<file path="src/rtl/bit4_full_adder_pkg.sv">
// Shared constants and the two-input NAND helper for the registered ripple-carry adder.
package bit4_full_adder_pkg;

  localparam int unsigned FA_WIDTH = 4;

  function automatic logic nand2(input logic x, input logic y);
    return ~(x & y);
  endfunction

endpackage

</file>
<file path="src/rtl/bit4_full_adder_nand.sv">
// One-bit full adder made of nine two-input NAND gates; purely combinational.
module full_adder_nand
  import bit4_full_adder_pkg::*;
(
  input  logic a,
  input  logic b,
  input  logic cin,
  output logic sum,
  output logic cout
);

  logic n1, n2, n3, axb, n5, n6, n7;

  // First half: axb = a ^ b, with n1 = ~(a & b) reused for the carry.
  assign n1  = nand2(a, b);
  assign n2  = nand2(a, n1);
  assign n3  = nand2(b, n1);
  assign axb = nand2(n2, n3);

  // Second half folds in cin; cout = (a & b) | (axb & cin).
  assign n5   = nand2(axb, cin);
  assign n6   = nand2(axb, n5);
  assign n7   = nand2(cin, n5);
  assign sum  = nand2(n6, n7);
  assign cout = nand2(n5, n1);

endmodule

</file>
<file path="src/rtl/bit4_full_adder.sv">
// Registered WIDTH-bit ripple-carry adder: {cout_fa, sum_fa} <= a_fa + b_fa + c_fa[0].
module bit4_full_adder
  import bit4_full_adder_pkg::*;
#(
  parameter int WIDTH = FA_WIDTH
) (
  input  logic             clk,
  input  logic             rst_n,
  input  logic [WIDTH-1:0] a_fa,
  input  logic [WIDTH-1:0] b_fa,
  input  logic [WIDTH-1:0] c_fa,
  output logic [WIDTH-1:0] sum_fa,
  output logic             cout_fa
);

  logic [WIDTH:0]   carry;
  logic [WIDTH-1:0] sum_w;
  logic [WIDTH-1:0] sum_d, sum_q;
  logic             cout_d, cout_q;

  // Only bit 0 of c_fa is the carry-in; the upper bits are intentionally dropped.
  logic unused_c_fa;
  assign unused_c_fa = ^c_fa;

  assign carry[0] = c_fa[0];

  for (genvar i = 0; i < WIDTH; i++) begin : g_cell
    full_adder_nand u_fa (
      .a    (a_fa[i]),
      .b    (b_fa[i]),
      .cin  (carry[i]),
      .sum  (sum_w[i]),
      .cout (carry[i+1])
    );
  end

  always_comb begin
    sum_d  = sum_w;
    cout_d = carry[WIDTH];
  end

  always_ff @(posedge clk or negedge rst_n) begin
    if (!rst_n) begin
      sum_q  <= '0;
      cout_q <= 1'b0;
    end else begin
      sum_q  <= sum_d;
      cout_q <= cout_d;
    end
  end

  assign sum_fa  = sum_q;
  assign cout_fa = cout_q;

endmodule

</file>
<file path="config.mk">
export PLATFORM = sky130hd
export DESIGN_NAME = bit4_full_adder
export DESIGN_NICKNAME = d
export VERILOG_FILES = /design/src/rtl/bit4_full_adder_pkg.sv /design/src/rtl/bit4_full_adder_nand.sv /design/src/rtl/bit4_full_adder.sv
export SDC_FILE = /design/constraint.sdc
export NUM_CORES = 1
export LEC_CHECK = 0
export ABC_AREA = 1
export BUFFER_PORTS_ARGS = -buffer_cell sky130_fd_sc_hd__buf_2
export CAP_MARGIN = 10
export CORE_AREA = 2 2 39 41
export DETAILED_ROUTE_END_ITERATION = 12
export DIE_AREA = 0 0 41 43
export PLACE_DENSITY_LB_ADDON = 0.25
export REMOVE_ABC_BUFFERS = 1
export SLEW_MARGIN = 20
export SYNTH_ARGS = -nofsm -noshare
export SYNTH_HDL_FRONTEND = slang
export SYNTH_SLANG_ARGS = --single-unit
</file>
<file path="constraint.sdc">
create_clock -name clk -period 0.8 [get_ports clk]
set_input_delay 0 -clock clk [delete_from_list [all_inputs] [get_ports clk]]
set_output_delay 0 -clock clk [all_outputs]
set_load 0.05 [all_outputs]
</file>
### Word level (Yosys, flattened, before mapping)

Index checks and enable logic that the tools add are counted.

* bitwise gates (word level): 72

Operators by type and width (number)
* $and A1 B1 Y1: 36
* $not A1 Y1: 36

* flip-flop bits (word level): 5
* input port bits: 14
* output and inout bits: 5

### Logic depth before layout (Yosys ltp)

Gate-level depths: netlist of the first run.

* depth after elaboration: 24
* gate-level depth with buffers: 8

### Cells and area by module

A second synthesis of the first run with hierarchy kept.

* cells, all modules: 9
* area, all modules: 205.2 µm²

Modules (own cells, without submodules)
* bit4_full_adder: instances 1, cells an instance 5, area each 125.1 µm², seq. area each 125.1 µm²
* full_adder_nand: instances 4, cells an instance 1, area each 20.0 µm², seq. area each 0.0 µm²

### Worst setup path before layout of the first run

Ideal clock, no wire load.

* kind: input -> register
* start: in a_fa[0]
* end: reg sum_q[3], in the netlist sum_fa[3]
* setup time: 0.064 ns
* arrival: 1.493 ns
* required time: 0.736 ns
* path slack: -0.757 ns
* stages on the path: 8
* path buffers: 0
* cells stage by stage: inv_1 -> fa_1 -> inv_1 -> fa_1 -> fa_1 -> inv_1 -> fa_1 -> inv_1

* word-level cells in the longest chain between the ends: 24
* elaborated cells on any way between the ends: 28

Ends and longest elaborated chain
* start: declaration: RTL line bit4_full_adder.sv:9 `input logic [WIDTH-1:0] a_fa,`
* $and A1 B1 Y1: RTL line bit4_full_adder_pkg.sv:7 `return ~(x & y);`
* $not A1 Y1: RTL line bit4_full_adder_pkg.sv:7
* $and A1 B1 Y1: RTL line bit4_full_adder_pkg.sv:7
* $not A1 Y1: RTL line bit4_full_adder_pkg.sv:7
* $and A1 B1 Y1: RTL line bit4_full_adder_pkg.sv:7
* $not A1 Y1: RTL line bit4_full_adder_pkg.sv:7
* $and A1 B1 Y1: RTL line bit4_full_adder_pkg.sv:7
* $not A1 Y1: RTL line bit4_full_adder_pkg.sv:7
* (+9 left out)
* $not A1 Y1 *: RTL line bit4_full_adder_pkg.sv:7
* $and A1 B1 Y1: RTL line bit4_full_adder_pkg.sv:7
* $not A1 Y1: RTL line bit4_full_adder_pkg.sv:7
* $and A1 B1 Y1: RTL line bit4_full_adder_pkg.sv:7
* $not A1 Y1: RTL line bit4_full_adder_pkg.sv:7
* $and A1 B1 Y1 *: RTL line bit4_full_adder_pkg.sv:7
* $not A1 Y1 *: RTL line bit4_full_adder_pkg.sv:7
* via g_cell[3].u_fa.sum: RTL line bit4_full_adder_nand.sv:8 `output logic sum,`
* end signal: assignment: RTL line bit4_full_adder.sv:47 `sum_q <= sum_d;`
* end: declaration: RTL line bit4_full_adder.sv:18 `logic [WIDTH-1:0] sum_d, sum_q;`

Mark *: on every way through the listed nets, which the timed path passes. The rest lies on a longest branch.

### Final worst setup path of the first run

Same ends and word-level chain as after synthesis.

==> results by group, run 1 <==
Worst hold path
  – Hold Path Cell Cnt: 2
  – Hold_sp: b_fa[1]
  – WHS Endpoint: sum_fa[1]
  – Hold Crit Class: in -> reg

STA
  – Worst Max-Slew Pin Slew: 0.119 ns
  – Setup repair after global routing missed its margin: yes
  – Final setup violation count: 4
  – Hold Violations, Final: 0
  – Worst setup margin: -0.591 ns
  – Fmax: 719 MHz
  – Slew Limit Fails: 0
  – Final Critical Period: 1.39 ns
  – Tcrit/Tclk final: 174%
  – Max_slew headroom: 92.0%

Logic synthesis
  – Avg Inst Size Synth: 12.8 um2
  – Synth warn: 0
  – Most frequent cell after synthesis: inv_1
  – Synth async-reset ratio: 100%
  – Ranking of synthesized cells by area: dfrtp_1, fa_1, inv_1
  – Synth top area share: 51.5%
  – Post-synth top area cell: dfrtp_1
  – Number of synthesized flops with an enable pin: 0
  – Synth cell types: 3
  – Top_reg_cell synth: dfrtp_1
  – Post-synth top cells: inv_1, dfrtp_1, fa_1
  – Mapped Area: 243 um2
  – #FFs+latches synth: 5
  – Seq/Total Area, Yosys: 51.5%
  – Synth Instances: 19

Final layout
  – Final cell count without fillers: 55
  – Area growth syn-to-layout: 81.4%
  – # nets final: 58
  – Diode count: 0
  – Fill cells: 153
  – Fraction of layout cells with a size suffix above 1: 74.4%

Power and ir drop
  – Tot Pwr: 0.967 mW
  – Peak VDD IR: 0.438 mV
  – Static Leakage: 0.229 nW
  – PwrDens: 2190 nW/um2

Clock tree
  – CTS Buf Count: 3
  – H-tree depth: 1
  – Clock Path Buffers: 2
  – Clk root buf: clkbuf_4
  – CTS clk-pin slew, worst paths: 0.05 ns
  – CTS tree: yes
  – # clock sinks: 5
  – Setup Fix Bufs, Post-CTS: 0

Place
  – Dpl ws: -0.932 ns
  – DP Cell Count: 50
  – PortBufs: 15
  – Routability Congestion: 0.624

Global route
  – First-pass GRT wire length: 759 um
  – Total global routing overflow: 0
  – GR peak layer: met2
  – Largest net degree at the start of global routing: 6
  – GRT Util Overall: 7.79%
  – Vias in the first global route: 216
  – Initial antenna violation count: 0
  – Met3 Usage GRT: 3.14%
  – Met1 Use GR: 3.95%
  – Met2 Resource Use GR: 12.8%

Critical path
  – CP Class: in -> reg
  – Crit path from: a_fa[0]
  – CP Max Fanout: 1
  – Critical Path End Type: flip-flop
  – Worst Path Required: 0.99 ns
  – CP startpoint kind: input port
  – CP arrival: 1.58 ns

Routing
  – DR WL/cell: 8.25 um
  – Routed Antenna Nets: 0
  – DRT Wirelength: 454 um
  – Residual DRC count: 0
  – Iter 0 DRT Violations: 0
  – Vias per cell: 3.42
  – Vias: 188
  – Pre-antenna DRT Iters: 1

Die
  – Starting Density: 17.5%
  – Die Width: 41 um
  – Number of placement rows: 14
  – Die area: 1760 um2
  – Chip Height: 43 um
  – Core ar.: 1380 um2
  – Ports: 19

Job
  – Max-cap viol count: 0

Status
  – Status: finished with violations
  – Failing checks: negative setup slack
flip-flops by register name, summed over array words and instances (netlist names):
signal   count
sum_fa       4
cout_fa      1
worst max-delay path, cell delays in order:
cell and delay, ns:
buf_6 0.09, inv_4 0.04, fa_2 0.19, inv_2 0.04, fa_2 0.33, fa_2 0.34, inv_2 0.06, fa_2 0.42
inv_2 0.05
cell families (layout without fill, tap and decap cells):
group	after synthesis	in the layout	synth area share, %
adders and majority gates	4	4	33.0
DFF	5	5	51.5
buffers and inverters	10	30	15.5
layout make-up:
type	instances	area, um2	share of cell area (%)
clock inverters	1	5.00	1.14
flip-flops and latches	5	125	28.4
multi-input cells	4	90.1	20.5
repair buffers	16	135	30.7
clock buffers	3	22.5	5.11
well taps	16	20.0	4.55
inverters	10	42.5	9.66
stage by stage:
stage               cell area (um2)  hold WS [ns]  setup TNS (ns)  util, %
floorplan                       243        -0.296           -1.92        -
detailed placement              338        -0.178           -2.51     24.4
global placement                338        -0.182           -2.48     24.4
CTS                             413        0.0601           -1.15     29.8
global route                    440        0.0682           -1.35     31.8
finish                          440        0.0677           -1.22     31.8
per-layer routing:
layer / routed length (um) / up-vias
met5: 0 / -
li1: - / 89
met3: 34 / 2
met1: 111 / 87
met4: 19 / 0
met2: 288 / 10
power by group:
group          switching (mW)  total [mW]  internal (mW)
Clock                   0.112       0.293          0.181
Sequential             0.0173       0.312          0.295
Combinational           0.220       0.361          0.141
placed cells by master (no fill, tap or decap):
cell | netlist | layout
inv_1 | 10 | 4
clkinv_2 | 0 | 1
dlygate4sd3_1 | 0 | 1
inv_4 | 0 | 2
clkbuf_4 | 0 | 3
inv_2 | 0 | 4
fa_2 | 0 | 4
buf_2 | 0 | 7
buf_6 | 0 | 8
dfrtp_1 | 5 | 5
repair_timing:
action                                  in CTS  in global routing
gates resized for setup                     17                  8
endpoints found under the setup margin       9                  9
endpoints found under the hold margin        5                  0
hold buffers                                 1                  0
pin swaps                                    0                  0
worst max-delay path by stage:
stage                endpoint  slack (ns)  cells past startpoint
finish              sum_fa[3]       -0.59                      9
global route        sum_fa[3]       -0.65                      9
CTS                 sum_fa[3]       -0.57                      9
detailed placement  sum_fa[3]       -0.93                      9
global placement    sum_fa[3]       -0.92                      9
floorplan           sum_fa[3]       -0.76                      8
No activity file was read; power rests on OpenSTA's default activity.
==> run 2: changes to the inputs <==
clock period = 1.5 ns   (was 0.8 ns; I/O delays follow)
==> run 2 against run 1 <==
Against the previous run:
- the flow now finishes without violations
- critical path depth unchanged
- worst hold slack worse by 0.038 ns
- sequential share of layout area is 4.7 points higher
- design area fell by 14%
- first-iteration DRC count is 4 higher
- non-clock buffer count stayed put
- sequential power down 48%
- count of clock-buffer cells in the layout unchanged
- clock power decreased by 48%
- core utilization fell by 4.5 points
- setup slack better by 0.67 ns
- global-route usage fell by 0.81 points
- critical path type unchanged
- critical endpoint unchanged
- largest cell class is now sequential cells
- highest routed layer unchanged
==> results by group, run 2 (synthesis gave the netlist of run 1 again) <==
Final layout
  – Number of flip-flops under the largest register name: 4
  – Final cell count without fillers: 55
  – Commonest non-fill, non-tap cells in the layout: buf_2, inv_1, dfrtp_1, fa_1, clkbuf_4
  – Fraction of layout cells with a size suffix above 1: 51.3%
  – Area growth syn-to-layout: 55.7%
  – Diode count: 0
  – Fill cells: 158
  – # nets final: 58
  – Most common cell after layout, fill and taps aside: buf_2

Clock tree
  – Clock Path Buffers: 2
  – Setup Fix Bufs, Post-CTS: 0
  – CTS tree: yes
  – H-tree depth: 1
  – CTS clk-pin slew, worst paths: 0.05 ns
  – # clock sinks: 5
  – Clk root buf: clkbuf_4
  – CTS Buf Count: 3

Place
  – Routability Congestion: 0.611
  – PortBufs: 15
  – DP Cell Count: 50
  – Dpl hpwl: 337 um

STA
  – Fin Hold WS: 0.0295 ns
  – Tcrit/Tclk final: 94.8%
  – Max_slew headroom: 83.5%
  – Post-route setup TNS: 0 ns
  – Fmax: 704 MHz
  – Slew Limit Fails: 0
  – Hold Violations, Final: 0
  – Final Critical Period: 1.42 ns
  – Final setup violation count: 0
  – Setup repair after global routing missed its margin: no
  – Worst Max-Slew Pin Slew: 0.250 ns

Die
  – Die area: 1760 um2
  – Ports: 19
  – Chip Height: 43 um
  – Die Width: 41 um
  – Number of placement rows: 14
  – Core ar.: 1380 um2
  – Starting Density: 17.5%

Status
  – Status: complete, no violations

Power and ir drop
  – Static Leakage: 0.221 nW
  – Peak VDD IR: 0.231 mV
  – PwrDens: 1230 nW/um2

Job
  – Max-cap viol count: 0

Global route
  – Largest net degree at the start of global routing: 6
  – First-pass GRT wire length: 662 um
  – Initial antenna violation count: 0
  – GRT Util Overall: 6.98%
  – Vias in the first global route: 184
  – Total global routing overflow: 0

Routing
  – DRT met1 WL: 116 um
  – WL met2: 195 um
  – DRT Wirelength: 380 um
  – Routed Antenna Nets: 0
  – DR WL/cell: 6.91 um
  – Max Used Layer: met4
  – Vias: 181
  – Vias per cell: 3.29
  – Residual DRC count: 0
  – Pre-antenna DRT Iters: 2
  – Iter 0 DRT Violations: 4
  – Met3 WL post-DR: 41 um

Worst hold path
  – Hold Crit Class: in -> reg
  – Hold_sp: b_fa[2]
  – WHS Endpoint: sum_fa[2]
  – Hold Path Cell Cnt: 2

Critical path
  – Critical Path End Type: flip-flop
  – CP Class: in -> reg
  – CP Max Fanout: 1
  – CP startpoint kind: input port
  – Crit path from: a_fa[0]
  – Worst Path Required: 1.68 ns
  – CP arrival: 1.61 ns
==> run 2: worst max-delay path by stage <==
stage,endpoint,slack [ns],cells after the start
final,sum_fa[3],0.08,9
after global routing,sum_fa[3],0.02,9
after CTS,sum_fa[3],0.03,9
after detailed placement,sum_fa[3],-0.23,9
after global placement,sum_fa[3],-0.23,9
after floorplan,sum_fa[3],-0.06,8
==> run 2: timing repair <==
| item | in CTS | in global routing |
|---|---|---|
| hold buffers | 1 | 0 |
| endpoints found under the hold margin | 5 | 0 |
| setup endpoints to repair | 0 | 1 |
| gates resized for setup | 0 | 1 |
==> run 2: routing by layer <==
metal  up-vias  global-route usage [%]
met3         2                    3.14
met1        80                    4.93
met5         -                       0
met2        10                    8.44
met4         0                    14.0
li1         89                       -
==> run 2: metrics by stage <==
stage | setup WS (ns) | util [%] | area [um2] | power (mW)
4_1_cts | 0.0287 | 27.1 | 375 | 0.475
2_1_floorplan | -0.0573 | - | 243 | 0.268
3_3_place_gp | -0.232 | 24.4 | 338 | 0.312
5_1_grt | 0.0238 | 27.3 | 378 | 0.509
3_5_place_dp | -0.232 | 24.4 | 338 | 0.313
6_report | 0.0786 | 27.3 | 378 | 0.464
==> run 2: critical path, cell delays in order <==
cell   delay [ns]
buf_2        0.10
inv_1        0.07
fa_1         0.16
inv_1        0.05
fa_2         0.33
fa_1         0.36
inv_1        0.08
fa_1         0.41
inv_1        0.06
==> run 2: final cells by class <==
class	count	area, um2	share of cell area, %
sequential	5	125	33.1
multi-input combinational	4	82.6	21.9
inverter	10	37.5	9.93
clock buffer	3	22.5	5.96
tap	16	20.0	5.30
clock inverter	1	5.00	1.32
timing repair buffer	16	85.1	22.5
==> run 2: power breakdown <==
group          leakage (nW)  switching (mW)  internal (mW)  total, mW
clock                0.0177          0.0564         0.0965      0.153
combinational         0.145           0.111         0.0384      0.149
sequential           0.0583         0.00449          0.157      0.161
==> run 3: changes to the inputs <==
CELL_PAD_IN_SITES_DETAIL_PLACEMENT = 1   (was unset)
CELL_PAD_IN_SITES_GLOBAL_PLACEMENT = 1   (was unset)
==> run 3 against run 2 <==
Against the previous run:
- setup slack better by 0.015 ns
- highest routed layer is now met3
- final cell count unchanged
- core utilization grew 0.27 points
- fmax rose by 1.1%
- critical endpoint unchanged
- largest power group unchanged
- routed wire length rose by 27%
==> results by group, run 3 (synthesis gave the netlist of run 1 again) <==
Die
  – Die Width: 41 um
  – Starting Density: 17.5%
  – Chip Height: 43 um
  – Number of placement rows: 14
  – Ports: 19
  – Core ar.: 1380 um2
  – Die area: 1760 um2

Final layout
  – Fill cells: 170
  – Most common cell after layout, fill and taps aside: buf_2
  – Final Util: 27.6%
  – Multi-input logic area: 87.6 um2
  – Diode count: 0
  – Commonest non-fill, non-tap cells in the layout: buf_2, inv_1, dfrtp_1, fa_2, clkbuf_4
  – # nets final: 58
  – Register area: 125 um2
  – Fraction of layout cells with a size suffix above 1: 59.0%
  – Area growth syn-to-layout: 57.2%
  – Final cell count without fillers: 55
  – Number of flip-flops under the largest register name: 4

Global route
  – GR peak layer: met2
  – Vias in the first global route: 183
  – Met3 Usage GRT: 3.14%
  – Total global routing overflow: 0
  – First-pass GRT wire length: 655 um
  – Largest net degree at the start of global routing: 6
  – Met1 Use GR: 5.65%
  – Initial antenna violation count: 0
  – Met2 Resource Use GR: 8.44%
  – GRT Util Overall: 6.29%

Job
  – Max-cap viol count: 0

Routing
  – Pre-antenna DRT Iters: 1
  – Routed Antenna Nets: 0
  – Residual DRC count: 0
  – Vias per cell: 3.36
  – Vias: 185
  – DRT Wirelength: 482 um
  – Iter 0 DRT Violations: 0
  – DR WL/cell: 8.76 um

Place
  – Dpl ws: -0.232 ns
  – PortBufs: 15
  – DP Cell Count: 50
  – Routability Congestion: 0.600
  – Dpl hpwl: 396 um

Critical path
  – CP arrival: 1.58 ns
  – CP Class: in -> reg
  – Worst Path Required: 1.68 ns
  – Slowest CP cell: fa_1
  – Crit-path max cell delay: 0.39 ns
  – CP startpoint kind: input port
  – Critical Path End Type: flip-flop
  – CP Max Fanout: 1
  – Critical path, cell by cell: buf_2 -> inv_1 -> fa_2 -> inv_1 -> fa_2 -> fa_2 -> inv_2 -> fa_1 -> inv_1

STA
  – Tcrit/Tclk final: 93.8%
  – Slew Limit Fails: 0
  – Post-route setup TNS: 0 ns
  – Worst Max-Slew Pin Slew: 0.253 ns
  – Final Critical Period: 1.41 ns
  – Worst setup margin: 0.0937 ns
  – Hold Violations, Final: 0
  – Final setup violation count: 0
  – Max_slew headroom: 83.3%
  – Fmax: 711 MHz

Clock tree
  – CTS Buf Count: 3
  – Clk root buf: clkbuf_4
  – CTS clk-pin slew, worst paths: 0.04 ns
  – Clock Path Buffers: 2
  – # clock sinks: 5
  – CTS tree: yes
  – H-tree depth: 1

Power and ir drop
  – Sw frac: 36.4%
  – Comb pwr share: 33.2%
  – Cell internal pwr: 0.298 mW
  – Seq pwr share: 34.5%
  – Tot Pwr: 0.469 mW
  – PwrDens: 1230 nW/um2
  – Peak VDD IR: 0.229 mV
  – Total net switching power: 0.171 mW
  – Static Leakage: 0.214 nW
  – Clock share of power: 32.3%

Status
  – Status: complete, no violations

Worst hold path
  – Hold Crit Class: in -> reg
## run 3: cell types whose count changed in the layout (fill, tap and decap cells not counted), sizes merged
cell	previous run	this run
clkinv	1	0
clkbuf	3	4
## run 3: path summary, 6_finish.rpt
kind / start / endpoint / slack [ns] / cells past startpoint
hold / removal: b_fa[1] / sum_fa[1] / 0.08 / 2
max in group asynchronous: rst_n / sum_fa[3] / 1.27 / 2
min in group asynchronous: rst_n / sum_fa[1] / 0.10 / 2
setup / recovery: b_fa[0] / sum_fa[3] / 0.09 / 9
## run 3: layer usage
layer	share of wire [%]	wire length (um)	vias to the layer above
li1	-	-	86
met1	32	155	87
met2	55	263	12
met3	13	63	0
met4	0	0	0
met5	0	0	-
## run 3: stage by stage
stage	instance area, um2	hold slack (ns)
2_1_floorplan	243	-0.296
3_3_place_gp	338	-0.188
3_5_place_dp	338	-0.181
4_1_cts	374	0.0330
5_1_grt	382	0.0674
6_report	382	0.0800
## run 3: layout make-up
class                      instances  share of cell area [%]
clock buffer                       4                    6.89
inverter                          10                    9.84
multi-input combinational          4                    23.0
sequential                         5                    32.8
tap                               16                    5.25
timing repair buffer              16                    22.3
## run 3: critical path: cells and delay by family
kind | cells | cell delay (ns)
fa+ha+maj | 4 | 1.26
buf+inv | 5 | 0.32
## run 3: power by group through the flow
| stage | Combinational, mW | Sequential [mW] | Clock, mW |
|---|---|---|---|
| 2_1_floorplan | 0.0231 | 0.245 | 0 |
| 3_3_place_gp | 0.150 | 0.162 | 0 |
| 3_5_place_dp | 0.151 | 0.164 | 0 |
| 4_1_cts | 0.153 | 0.162 | 0.160 |
| 5_1_grt | 0.173 | 0.163 | 0.174 |
| 6_report | 0.156 | 0.162 | 0.152 |
## run 3: repair_timing
action                                  CTS  global route
gates resized for setup                   0             5
hold buffers                              1             0
endpoints found under the hold margin     5             0
endpoints found under the setup margin    0             1
setup buffers                             0             0
